===== src/rtl/divider_pkg.sv =====
// Shared types and constants for the stage-3 restoring divider.
package divider;

    localparam int unsigned DIV_ITERATIONS = 26;
    localparam int unsigned DIV_WIDTH      = 26;
    localparam int unsigned CNT_WIDTH      = 5;

    typedef enum logic [1:0] {
        IDLE   = 2'd0,
        DIVIDE = 2'd1,
        DONE   = 2'd2
    } state;

endpackage


===== src/rtl/fpu_divider_step.sv =====
// One restoring-division iteration: trial subtract, quotient bit, shifted partial remainder.
module fpu_divider_step
    import divider::*;
(
    input  logic [DIV_WIDTH-1:0] i_remainder,
    input  logic [23:0]          i_divisor,
    output logic [DIV_WIDTH-1:0] o_remainder,
    output logic                 o_quotient_bit
);

    // One extra bit so the borrow is an unsigned compare; a zero divisor then yields all ones.
    logic [DIV_WIDTH:0]   w_diff;
    logic [DIV_WIDTH-1:0] w_keep;

    // Subtract, pick the restored or reduced remainder, then shift it for the next step.
    always_comb begin
        w_diff         = {1'b0, i_remainder} - {3'b000, i_divisor};
        o_quotient_bit = ~w_diff[DIV_WIDTH];
        w_keep         = o_quotient_bit ? w_diff[DIV_WIDTH-1:0] : i_remainder;
        o_remainder    = w_keep << 1;
    end

endmodule


===== src/rtl/fpu_stage3_divider.sv =====
// Stage-3 FPU fraction divider: 26-iteration restoring division with pipeline stall control.
module fpu_stage3_divider
    import divider::*;
(
    input  logic                 clk,
    input  logic                 reset_n,
    input  logic                 start,
    input  logic                 abort,
    input  logic [23:0]          dividend,
    input  logic [23:0]          divisor,
    output logic                 stall,
    output logic                 busy,
    output logic                 done,
    output logic [DIV_WIDTH-1:0] quotient,
    output logic                 sticky
);

    state                 r_state;
    state                 w_state_next;
    logic [CNT_WIDTH-1:0] r_count;
    logic [DIV_WIDTH-1:0] r_remainder;
    logic [23:0]          r_divisor;
    logic [DIV_WIDTH-2:0] r_quo_work;
    logic [DIV_WIDTH-1:0] r_quotient;
    logic                 r_sticky;

    logic [DIV_WIDTH-1:0] w_step_rem;
    logic                 w_step_qbit;
    logic                 w_accept;
    logic                 w_last;

    fpu_divider_step u_step (
        .i_remainder    (r_remainder),
        .i_divisor      (r_divisor),
        .o_remainder    (w_step_rem),
        .o_quotient_bit (w_step_qbit)
    );

    assign w_accept = (r_state == IDLE) && start && !abort;
    // Final iteration that commits results; an abort here discards them.
    assign w_last   = (r_state == DIVIDE) && (r_count == '0) && !abort;

    // State register.
    always_ff @(posedge clk or negedge reset_n) begin
        if (!reset_n) begin
            r_state <= IDLE;
        end else begin
            r_state <= w_state_next;
        end
    end

    // Next-state logic; abort wins over everything.
    always_comb begin
        w_state_next = r_state;
        if (abort) begin
            w_state_next = IDLE;
        end else begin
            unique case (r_state)
                IDLE:    if (start) w_state_next = DIVIDE;
                DIVIDE:  if (r_count == '0) w_state_next = DONE;
                DONE:    w_state_next = IDLE;
                default: w_state_next = IDLE;
            endcase
        end
    end

    // Output decode.
    always_comb begin
        busy  = (r_state != IDLE);
        stall = (r_state == DIVIDE) || w_accept;
        done  = (r_state == DONE);
    end

    // Iteration datapath: operand load on accept, one step per DIVIDE cycle.
    always_ff @(posedge clk or negedge reset_n) begin
        if (!reset_n) begin
            r_count     <= '0;
            r_remainder <= '0;
            r_divisor   <= '0;
            r_quo_work  <= '0;
        end else if (w_accept) begin
            r_count     <= CNT_WIDTH'(DIV_ITERATIONS - 1);
            r_remainder <= {2'b00, dividend};
            r_divisor   <= divisor;
            r_quo_work  <= '0;
        end else if (r_state == DIVIDE) begin
            r_count     <= r_count - 1'b1;
            r_remainder <= w_step_rem;
            r_quo_work  <= {r_quo_work[DIV_WIDTH-3:0], w_step_qbit};
        end
    end

    // Result registers, updated only on the transition into DONE.
    always_ff @(posedge clk or negedge reset_n) begin
        if (!reset_n) begin
            r_quotient <= '0;
            r_sticky   <= 1'b0;
        end else if (w_last) begin
            r_quotient <= {r_quo_work, w_step_qbit};
            r_sticky   <= |w_step_rem;
        end
    end

    assign quotient = r_quotient;
    assign sticky   = r_sticky;

endmodule


===== config.mk =====
export PLATFORM = sky130hd
export DESIGN_NAME = fpu_stage3_divider
export DESIGN_NICKNAME = d
export VERILOG_FILES = /design/src/rtl/divider_pkg.sv /design/src/rtl/fpu_divider_step.sv /design/src/rtl/fpu_stage3_divider.sv
export SDC_FILE = /design/constraint.sdc
export NUM_CORES = 1
export LEC_CHECK = 0
export ABC_AREA = 1
export BUFFER_PORTS_ARGS = -buffer_cell sky130_fd_sc_hd__buf_2
export CAP_MARGIN = 0
export CELL_PAD_IN_SITES_DETAIL_PLACEMENT = 1
export CELL_PAD_IN_SITES_GLOBAL_PLACEMENT = 2
export CORE_ASPECT_RATIO = 2
export CORE_MARGIN = 5
export CORE_UTILIZATION = 33
export CTS_CLUSTER_DIAMETER = 80
export DETAILED_ROUTE_END_ITERATION = 12
export PLACE_DENSITY_LB_ADDON = 0.1
export RECOVER_POWER = 50
export SLEW_MARGIN = 20
export SYNTH_ARGS = -nofsm -noshare
export SYNTH_HDL_FRONTEND = slang
export SYNTH_HIERARCHICAL = 1
export SYNTH_SLANG_ARGS = --single-unit

===== constraint.sdc =====
create_clock -name clk -period 2.6 [get_ports clk]
set_input_delay 0.26 -clock clk [delete_from_list [all_inputs] [get_ports clk]]
set_output_delay 0.26 -clock clk [all_outputs]
set_load 0.005 [all_outputs]

=== After elaboration in Yosys (flattened, before gate mapping) ===
Cells that the tools add are included.

* Output and inout bits: 30
* Register bits after elaboration: 109
* Input port bits: 52
* Logic and storage cells: 37

* Bitwise gates (word level): 1
* Reductions and logical operators: 12
* Eq/ne operators: 4
* Mux-type cells: 11
* Add/subtract/negate cells: 2

{| class="wikitable"
|+ Operator list
! kind !! number
|-
| 25-bit 2-to-1 mux || 3
|-
| 26-bit 2-to-1 mux || 2
|-
| 26-bit by 24-bit subtractor with 27-bit output || 1
|-
| 25-bit OR reduction || 1
|-
| 5-bit 2-to-1 mux || 2
|-
| 2-bit 2-to-1 mux || 3
|-
| 3-bit != test (second input constant) || 2
|-
| 5-bit zero test || 1
|-
| 5-bit by 1-bit subtractor with 5-bit output (second input constant) || 1
|-
| 1-bit logical AND || 4
|-
| 2-bit case mux with 2 select lines || 1
|-
| 2-bit nonzero test || 2
|-
| 2-bit by 1-bit equality test with 1-bit output (second input constant) || 1
|-
| 2-bit equality test (second input constant) || 1
|-
| 2-bit zero test || 1
|-
| 2-bit AND reduction || 1
|-
| 1-bit zero test || 1
|-
| 1-bit logical OR || 1
|-
| 1-bit NOT || 1
|}

=== Depth between registers and ports, before layout ===
Gate-level depths: netlist of run 1.

* Word-level depth: 4
* Depth in mapped cells: 20
* Mapped depth without buffers: 19

=== Hierarchy ===
The synthesis of run 1 kept the hierarchy.

{| class="wikitable"
|+ Modules (own cells, without submodules)
! module !! instances !! area each (µm²) !! cells an instance !! seq. area each (µm²)
|-
| fpu_stage3_divider || 1 || 4596.9 || 526 || 2727.6
|-
| fpu_divider_step || 1 || 2381.0 || 488 || 0.0
|}

=== Least setup slack after synthesis of run 1 ===
No wires, ideal clock.

* Path type: flip-flop to flip-flop
* From: register r_remainder[0]
* To: register r_sticky, in the netlist sticky
* Cell stages (with the launch flop): 18
* Setup time: 0.117 ns
* Data required time: 2.483 ns
* Path slack: 0.358 ns
* Arrival: 2.126 ns
* Buffers on the path: 1
* Clock period less this slack: 2.242 ns
* Cell sequence: dfrtp_1 -> inv_1 -> ha_1 -> inv_1 -> fa_1 -> nand3_1 -> nand3_2 -> nand2_2 -> nand3_4 -> buf_6 -> nand3_1 -> nand2_1 -> nor2_1 -> nand2_1 -> nor2_1 -> nand3_1 -> nor2_1 -> nor2_1

* Word-level cells in the longest chain between the ends: 3

{| class="wikitable"
|+ RTL lines
! what !! line !! source
|-
| start: declaration || fpu_stage3_divider.sv:21 || <nowiki>logic [DIV_WIDTH-1:0] r_remainder;</nowiki>
|-
| start signal: assignment || fpu_stage3_divider.sv:83 || <nowiki>r_remainder <= {2'b00, dividend};</nowiki>
|-
| start signal: assignment || fpu_stage3_divider.sv:88 || <nowiki>r_remainder <= w_step_rem;</nowiki>
|-
| 26-bit by 24-bit subtractor with 27-bit output || fpu_divider_step.sv:17 || <nowiki>w_diff = {1'b0, i_remainder} - {3'b000, i_divisor};</nowiki>
|-
| 25-bit 2-to-1 mux || fpu_divider_step.sv:19 || <nowiki>w_keep = o_quotient_bit ? w_diff[DIV_WIDTH-1:0] : i_remainder;</nowiki>
|-
| net w_step_rem[24] || fpu_stage3_divider.sv:27 || <nowiki>logic [DIV_WIDTH-1:0] w_step_rem;</nowiki>
|-
| 25-bit OR reduction || fpu_stage3_divider.sv:100 || <nowiki>r_sticky <= |w_step_rem;</nowiki>
|-
| end signal: assignment || fpu_stage3_divider.sv:100 ||
|-
| end: declaration || fpu_stage3_divider.sv:25 || <nowiki>logic r_sticky;</nowiki>
|}

The timed path passes the listed nets, and every way through them passes these cells.
A chain may end at the register's enable or synchronous reset.

=== Worst setup path after layout of run 1 ===
* From: register r_remainder[18]
* To: register r_sticky, in the netlist sticky

Same word-level chain as after synthesis.

==> metrics.cfg, run 1 <==
[setup_path]
worstSetupStartpointType = register
crit_type = reg2reg
end_kind = register
arrival_ns = 2.77
cp_max_fo = 9
worstPathRequired_ns = 2.87

[timing]
whs_ns = 0.07886
tightest_slew_ns = 1.519
period_minus_slack_ns = 2.495
setup_tns_ns = 0
fin_ws_ns = 0.1049
hold_violations = 0
rsz0062_at_grt = true
drv_slew = 25
setup_viol = 0
maxSlewHeadroom = -0.01287
period_share = 0.9597
fin_skew_ns = 0.009979
max_freq_ghz = 0.4008

[grt]
grt.total_usage = 0.2126
antenna_found_initial = 0
gr-max-usage-layer = met2
grt_pass1_vias = 7542
gr-total-overflow = 0
grt_max_degree = 64
met3_usage = 0.03223
grt_use_met2 = 0.4097
grt_use_met1 = 0.2099
grt_pass1_wl_um = 39720

[clock_network]
cts_buffers = 9
clk_pin_slew_ns = 0.08
cts_max_level = 3
cts_tree = yes
root_buffer = clkbuf_16
ctsLongestPathBuffers = 2
cts.sinks = 109
clk_latency_ns = 0.37

[cells_and_area]
final_common_cell = nand2_1
final_cell_mix = 393 x nand2_1, 141 x inv_1, 107 x dfrtp_1, 88 x buf_4, 74 x buf_2
drive_above_1_share = 0.2723
syn2layout_area_growth_pct = 30.97
postLayoutCellArea_um2 = 9139
fin_util = 0.4367
nNetsFinal = 1252
diodes = 0
layoutNonFillerInstCount = 1448

[synth]
synthesis.area_um2 = 6978
syn_avg_cell_area_um2 = 6.882
syn-num-nets = 1092
synth.ff_latch_count = 109
yosys.cell_types.count = 37
synthCells = 1014
yosysSeqAreaShare = 0.3909
yosys_warnings = 6

[place]
pre_cts_ws_ns = -0.3663
io_buffers = 81
dpl-instance-area_um2 = 8169
dpl.cell_count = 1414
gp_congestion = 0.8669
place_hpwl_um = 20080

[min_path]
holdCritPathClass = in2reg

[pwr]
vdd_drop_max_mv = 0.4576
total_power_mw = 12.02
p_leak_nw = 5.160
p_per_area_nw_per_um2 = 1315

[job]
drv_cap = 1

[die]
die-height_um = 215.6
placementRows = 75
start_util = 0.3335
die-area_um2 = 24330
core_area_um2 = 20930
die_x_um = 112.8
io_pins = 82

[route]
finalWirelength_um = 25490
ant_nets = 0
first_pass_iters = 4
drt-vias-per-instance = 4.805
routed-via-count = 6957
drt-initial-drc-count = 194
avgRoutedWirePerCell_um = 17.61
drc = 0

[run_status]
outcome = complete, but fails checks
violations = capacitance limit, slew limit

==> per-layer routing <==
metal | vias up | wire length [um]
li1 | 3408 | -
met1 | 3385 | 9069
met2 | 110 | 14210
met3 | 54 | 663
met4 | 0 | 1554
met5 | - | 0
==> area by class of cell <==
type / count / area, um2
clock buffer: 10 / 239.0
clock inverter: 6 / 55.05
fill: 2701 / 11790
inverter: 158 / 595.6
multi-input combinational: 714 / 3946
sequential: 109 / 2730
tap: 269 / 336.6
timing repair buffer: 182 / 1236
==> Yosys cell counts, drive strengths merged <==
library cell / n / share of area
a21oi: 19 / 0.014
nor3: 2 / 0.0022
fa: 1 / 0.0029
and2: 3 / 0.0027
buf: 29 / 0.030
inv: 158 / 0.085
xor2: 7 / 0.0088
a21boi: 25 / 0.027
ha: 25 / 0.045
nand3b: 7 / 0.0075
or2: 5 / 0.0045
nand3: 82 / 0.066
xnor2: 1 / 0.0013
dfrtp: 109 / 0.39
nor2: 59 / 0.038
conb: 1 / 0.00054
nand4: 6 / 0.0054
clkbuf: 4 / 0.0022
o21ai: 32 / 0.023
o211ai: 5 / 0.0054
nand2: 434 / 0.24
==> worst max-delay path, stage by stage (launching register included) <==
cell     delay [ns]
dfrtp_2        0.46
ha_4           0.29
nand2_1        0.09
nor2_4         0.14
inv_2          0.06
nor3_2         0.23
nand2_4        0.09
buf_4          0.20
nand3_1        0.11
nand2_1        0.14
nor2_2         0.13
nand2_2        0.08
nor2_2         0.12
nand3_1        0.08
nor2_1         0.11
nor2_1         0.05
==> timing repair <==
action,in CTS,in global routing
pin swaps,0,35
hold buffers,1,0
resized for setup,23,100
endpoints found under the setup margin,2,3
hold endpoints to repair,22,0
setup buffers,0,15
cloned,0,2
==> cells by family (layout without fill, tap and decap cells) <==
| kind of cell | count (synthesis) | after routing | share of synthesized area |
|---|---|---|---|
| xor+xnor | 8 | 8 | 0.01004 |
| buf+inv | 191 | 356 | 0.1178 |
| simple gates | 598 | 598 | 0.3636 |
| flops | 109 | 109 | 0.3909 |
| compound gates | 81 | 81 | 0.06939 |
| other cells | 1 | 1 | 0.0005374 |
| fa+ha+maj | 26 | 26 | 0.04770 |
==> sequential cells by signal, summed over array words and instances (netlist names) <==
signal / cells
quotient: 26
r_remainder: 26
r_quo_work: 25
r_divisor: 24
r_count: 5
r_state: 2
sticky: 1
==> power breakdown <==
group	switching, mW	total, mW	internal [mW]
Sequential	0.353	2.42	2.06
Combinational	4.60	8.17	3.57
Clock	0.733	1.43	0.695
Total	5.69	12.0	6.33
==> path summary, 6_finish.rpt <==
path / startpoint / to / slack [ns] / cells past startpoint
worst max-delay path: r_remainder[18] / sticky / 0.10 / 15
worst min-delay path: divisor[22] / r_divisor[22] / 0.08 / 3
worst max register to register: r_remainder[18] / sticky / 0.10 / 15
worst min register to register: r_divisor[9] / r_divisor[9] / 0.48 / 2
max in group asynchronous: reset_n / r_remainder[2] / 0.51 / 3
min in group asynchronous: reset_n / quotient[18] / 0.78 / 2
Note: power is estimated with default switching activity, not from simulation.
==> inputs of run 2 (changes only) <==
- CTS_BUF_LIST: unset -> sky130_fd_sc_hd__clkbuf_8 sky130_fd_sc_hd__clkbuf_16
- REMOVE_ABC_BUFFERS: unset -> 1
==> run 2 against run 1 <==
Compared with the run above: the run now ends clean; sequential cell count unchanged; count of clock-buffer cells in the layout down 1; worst hold slack got worse by 0.0076 ns; highest routed layer unchanged; sequential share of layout area down 1.4 points; non-clock buffer count grew 40; die area stayed put; global-route usage up 0.13 points; final cell count up 2.8%; design area rose by 4.9%; via count up 0.14%.
==> metrics.cfg, run 2 (same netlist as run 1, synthesis figures left out) <==
[setup_path]
arrival_ns = 2.77
crit-reg2reg-launch = r_remainder[0]
r2r_end = sticky
critPathTopFamily = simple AND/OR/NAND/NOR gates
crit_type = reg2reg
worstPathRequired_ns = 2.88
worstSetupPathDepth = 18
crit_slowest_cell = dfrtp_1
worstSetupEndpoint = sticky
startpoint = r_remainder[0]
cp.buffers_inverters = 4
end_kind = register
r2r_cells = 18
cp_max_fo = 6
worstSetupStartpointType = register
path_cells = inv_2 -> ha_4 -> inv_2 -> fa_2 -> nand3_2 -> nand3_4 -> nand2_4 -> nand3_4 -> buf_12 -> buf_4 -> nand3_1 -> nand2_1 -> nor2_1 -> nand2_1 -> nor2_2 -> nand3_2 -> nor2_2 -> nor2_1
slowest_delay_ns = 0.39
r2r_slack_ns = 0.11

[route]
ant_nets = 0
routed-via-count = 6967
drt-initial-drc-count = 142
drt-vias-per-instance = 4.682
first_pass_iters = 4
finalWirelength_um = 25060
avgRoutedWirePerCell_um = 16.84
drc = 0

[place]
gp_congestion = 0.9056
pre_cts_ws_ns = -0.2704
dpl-instance-area_um2 = 8449
place_hpwl_um = 19330
dpl.cell_count = 1443
io_buffers = 81

[grt]
met3_usage = 0.03195
grt_use_met2 = 0.4125
gr-total-overflow = 0
grt_max_degree = 52
gr-max-usage-layer = met2
grt_use_met1 = 0.2150
grt.total_usage = 0.2139
grt_pass1_wl_um = 40400
grt_pass1_vias = 7743
antenna_found_initial = 0

[clock_network]
cts_max_level = 3
clk_pin_slew_ns = 0.08
cts_tree = yes
root_buffer = clkbuf_16
clk_latency_ns = 0.38
ctsLongestPathBuffers = 2
cts_buffers = 9
cts.sinks = 109

[timing]
period_share = 0.9570
period_minus_slack_ns = 2.488
setup_viol = 0
setup_tns_ns = 0
whs_ns = 0.07121
drv_slew = 0
tightest_slew_ns = 1.382
max_freq_ghz = 0.4019
maxSlewHeadroom = 0.07883
hold_violations = 0
fin_ws_ns = 0.1119
fin_skew_ns = 0.007783

[cells_and_area]
final_cell_mix = 387 x nand2_1, 140 x inv_1, 123 x buf_4, 109 x dfrtp_1
syn2layout_area_growth_pct = 37.40
drive_above_1_share = 0.2978
postLayoutCellArea_um2 = 9588
final_common_cell = nand2_1
fillers = 2669
fin_util = 0.4582
layoutNonFillerInstCount = 1488
diodes = 0
nNetsFinal = 1292

[pwr]
p_per_area_nw_per_um2 = 1327
total_power_mw = 12.72
p_leak_nw = 5.387
vdd_drop_max_mv = 0.4299

[min_path]
holdCritPathClass = in2reg

[die]
placementRows = 75
die-height_um = 215.6
die-area_um2 = 24330
io_pins = 82
die_x_um = 112.8
core_area_um2 = 20930
start_util = 0.3335

[job]
drv_cap = 0

[run_status]
outcome = complete, no violations

-- run 2: cell types whose count changed in the layout (fill, tap and decap cells not counted), moves of 6 or more --
cell | previous run | this run
clkbuf_1 | 9 | 18
nand2_1 | 393 | 387
buf_12 | 4 | 13
buf_2 | 74 | 62
buf_4 | 88 | 123
-- run 2: routing by layer --
layer	part of all wire	wire (um)
met4	0.049	1239
met1	0.36	8920
met2	0.57	14280
met3	0.025	627
met5	0	0
-- run 2: final cells by class --
cell class / count / area, um2 / share of cell area
Clock buffer: 9 / 225.2 / 0.02349
Sequential cell: 109 / 2728 / 0.2845
Clock inverter: 7 / 85.08 / 0.008874
Inverter: 158 / 595.6 / 0.06212
Multi-Input combinational cell: 714 / 3993 / 0.4164
Tap cell: 269 / 336.6 / 0.03510
Timing Repair Buffer: 222 / 1625 / 0.1695
-- run 2: worst min-delay path: stages --
cell and delay, ns:
buf_2 0.07, nand2_1 0.04, nand2_1 0.05
-- run 2: what timing repair did --
action,CTS,global route
pin swaps,19,51
hold buffers,1,0
setup buffers,11,18
gates cloned,0,0
endpoints found under the setup margin,1,1
hold endpoints to repair,49,0
resized for setup,49,81
-- run 2: worst min path at each step --
stage / from / end / slack (ns) / cells past startpoint
global placement: reset_n / r_remainder[25] / 0.35 / 1
CTS: divisor[21] / r_divisor[21] / 0.04 / 3
finish: divisor[21] / r_divisor[21] / 0.07 / 3
detailed placement: reset_n / r_remainder[25] / 0.36 / 1
global route: divisor[21] / r_divisor[21] / 0.07 / 3
floorplan: reset_n / quotient[0] / -0.04 / 0
-- run 2: power breakdown --
| part | switching (mW) | leakage [nW] | total [mW] | internal, mW |
|---|---|---|---|---|
| sequential | 0.340 | 1.42 | 2.40 | 2.06 |
| combinational | 4.70 | 3.81 | 8.82 | 4.12 |
| clock | 0.734 | 0.154 | 1.50 | 0.765 |
==> inputs of run 3 (changes only) <==
- PLACE_DENSITY: unset -> 0.86
- PLACE_DENSITY_LB_ADDON: 0.1 -> unset
==> run 3 against run 2 <==
Compared with the run above: setup slack lost 0.030 ns; clock power fell by 5%; maximum frequency decreased by 1.2%; largest cell class unchanged; sequential power about the same; routed wire length down 0.96%; sequential cell count unchanged; critical path type unchanged; critical endpoint unchanged.
==> metrics.cfg, run 3 (same netlist as run 1, synthesis figures left out) <==
[run_status]
outcome = complete, no violations

[place]
pre_cts_ws_ns = -0.09297
gp_congestion = 0.9568
place_hpwl_um = 19380
io_buffers = 81

[cells_and_area]
multiInputGateArea_um2 = 3983
drive_above_1_share = 0.2788
final_cell_mix = 394 x nand2_1, 143 x inv_1, 126 x buf_4, 109 x dfrtp_1, 64 x nand3_1
fin_util = 0.4486
diodes = 0
syn2layout_area_growth_pct = 34.53
nNetsFinal = 1289
fillers = 2697
seq_area_um2 = 2728
final_common_cell = nand2_1

[timing]
period_minus_slack_ns = 2.518
drv_slew = 0
max_freq_ghz = 0.3971
setup_tns_ns = 0
maxSlewHeadroom = 0.2722
whs_ns = 0.07101
fin_ws_ns = 0.08181
period_share = 0.9685
hold_violations = 0
setup_viol = 0
tightest_slew_ns = 1.092
fin_skew_ns = 0.01117

[route]
avgRoutedWirePerCell_um = 16.72
drt-initial-drc-count = 178
drc = 0
ant_nets = 0
first_pass_iters = 4
routed-via-count = 7130
finalWirelength_um = 24820
drt-vias-per-instance = 4.801

[die]
die-height_um = 215.6
start_util = 0.3335
io_pins = 82
die-area_um2 = 24330
die_x_um = 112.8
placementRows = 75
core_area_um2 = 20930

[setup_path]
slowest_delay_ns = 0.41
cp_max_fo = 4
crit_type = reg2reg
critPathTopFamily = simple AND/OR/NAND/NOR gates
path_cells = inv_2 -> ha_4 -> inv_2 -> fa_2 -> buf_6 -> nand2_4 -> nand2_4 -> nand2_4 -> o21ai_4 -> xor2_1 -> nand2_1 -> nand2_1 -> nor2_2 -> nand2_2 -> nor2_2 -> nand3_2 -> nor2_2 -> nor2_1
arrival_ns = 2.80
cp.buffers_inverters = 3
crit_slowest_cell = dfrtp_1
worstSetupStartpointType = register
worstPathRequired_ns = 2.88
end_kind = register

[pwr]
internal_power_mw = 6.718
power_frac_seq = 0.191
pwr-share-clk = 0.113
p_per_area_nw_per_um2 = 1339
vdd_drop_max_mv = 0.4767
p_switching_mw = 5.856
combPwrFrac = 0.696
switching_share = 0.4657
p_leak_nw = 5.321

[clock_network]
cts_buffers = 9
ctsLongestPathBuffers = 2
cts.sinks = 109
cts_max_level = 3
clk_pin_slew_ns = 0.08
root_buffer = clkbuf_16
cts_tree = yes
clk_latency_ns = 0.38

[grt]
grt_pass1_vias = 7803
antenna_found_initial = 0
grt_pass1_wl_um = 39980
gr-total-overflow = 0
grt_max_degree = 43
grt.total_usage = 0.2110

[job]
drv_cap = 0

[min_path]
holdCritPathClass = in2reg

## run 3: cell types whose count changed in the layout (fill, tap and decap cells not counted), sizes merged
| cell | previous run | this run |
|---|---|---|
| bufinv | 1 | 0 |
| clkinvlp | 0 | 2 |
| nand3 | 82 | 83 |
| clkinv | 4 | 2 |
| buf | 202 | 194 |
| clkbuf | 28 | 33 |
## run 3: cell type report
| type | instances | share of cell area |
|---|---|---|
| multi-input cells | 715 | 0.4242 |
| flip-flops and latches | 109 | 0.2906 |
| repair buffers | 218 | 0.1546 |
| inverters | 158 | 0.06344 |
| well taps | 269 | 0.03585 |
| clock buffers | 10 | 0.02546 |
| clock inverters | 6 | 0.005864 |
## run 3: per-stage QoR
step	cells	power [mW]	cell area (um2)
finish	1485	12.57	9388
global route	1485	13.57	9388
CTS	1469	11.55	8866
detailed placement	1447	9.699	8404
global placement	1447	9.582	8404
floorplan	981	6.101	6751
## run 3: path summary, 6_finish.rpt
check	startpoint	to	slack (ns)	cells after the start
max reg2reg	r_remainder[0]	sticky	0.08	18
max	r_remainder[0]	sticky	0.08	18
max in group asynchronous	reset_n	r_remainder[23]	0.59	3
min	divisor[4]	r_divisor[4]	0.07	3
min in group asynchronous	reset_n	r_divisor[10]	0.61	2
min reg2reg	r_divisor[13]	r_divisor[13]	0.48	2
## run 3: per-layer routing
metal  GRT usage  routed length [um]
met1      0.2109                8753
met2      0.4097               14330
met3     0.02915                 504
met4      0.1095                1231
met5           0                   0
## run 3: tightest hold or removal path: cells and delay by family
family                 cells  cell delay [ns]
AND/OR/NAND/NOR            2             0.09
buffers and inverters      1             0.08
## run 3: what timing repair did
item | CTS | global route
setup buffers | 4 | 16
hold buffers | 1 | 0
endpoints found under the setup margin | 1 | 3
pin swaps | 11 | 35
hold endpoints to repair | 39 | 0
resized for setup | 23 | 91
gates cloned | 1 | 0
## run 3: power groups by stage
stage                     registers, mW  clock network [mW]  logic (mW)
final                              2.40                1.42        8.75
after global routing               2.45                1.55        9.57
after CTS                          2.34                1.49        7.72
after detailed placement           2.35                   0        7.34
after global placement             2.34                   0        7.25
after floorplan                    2.31                   0        3.79
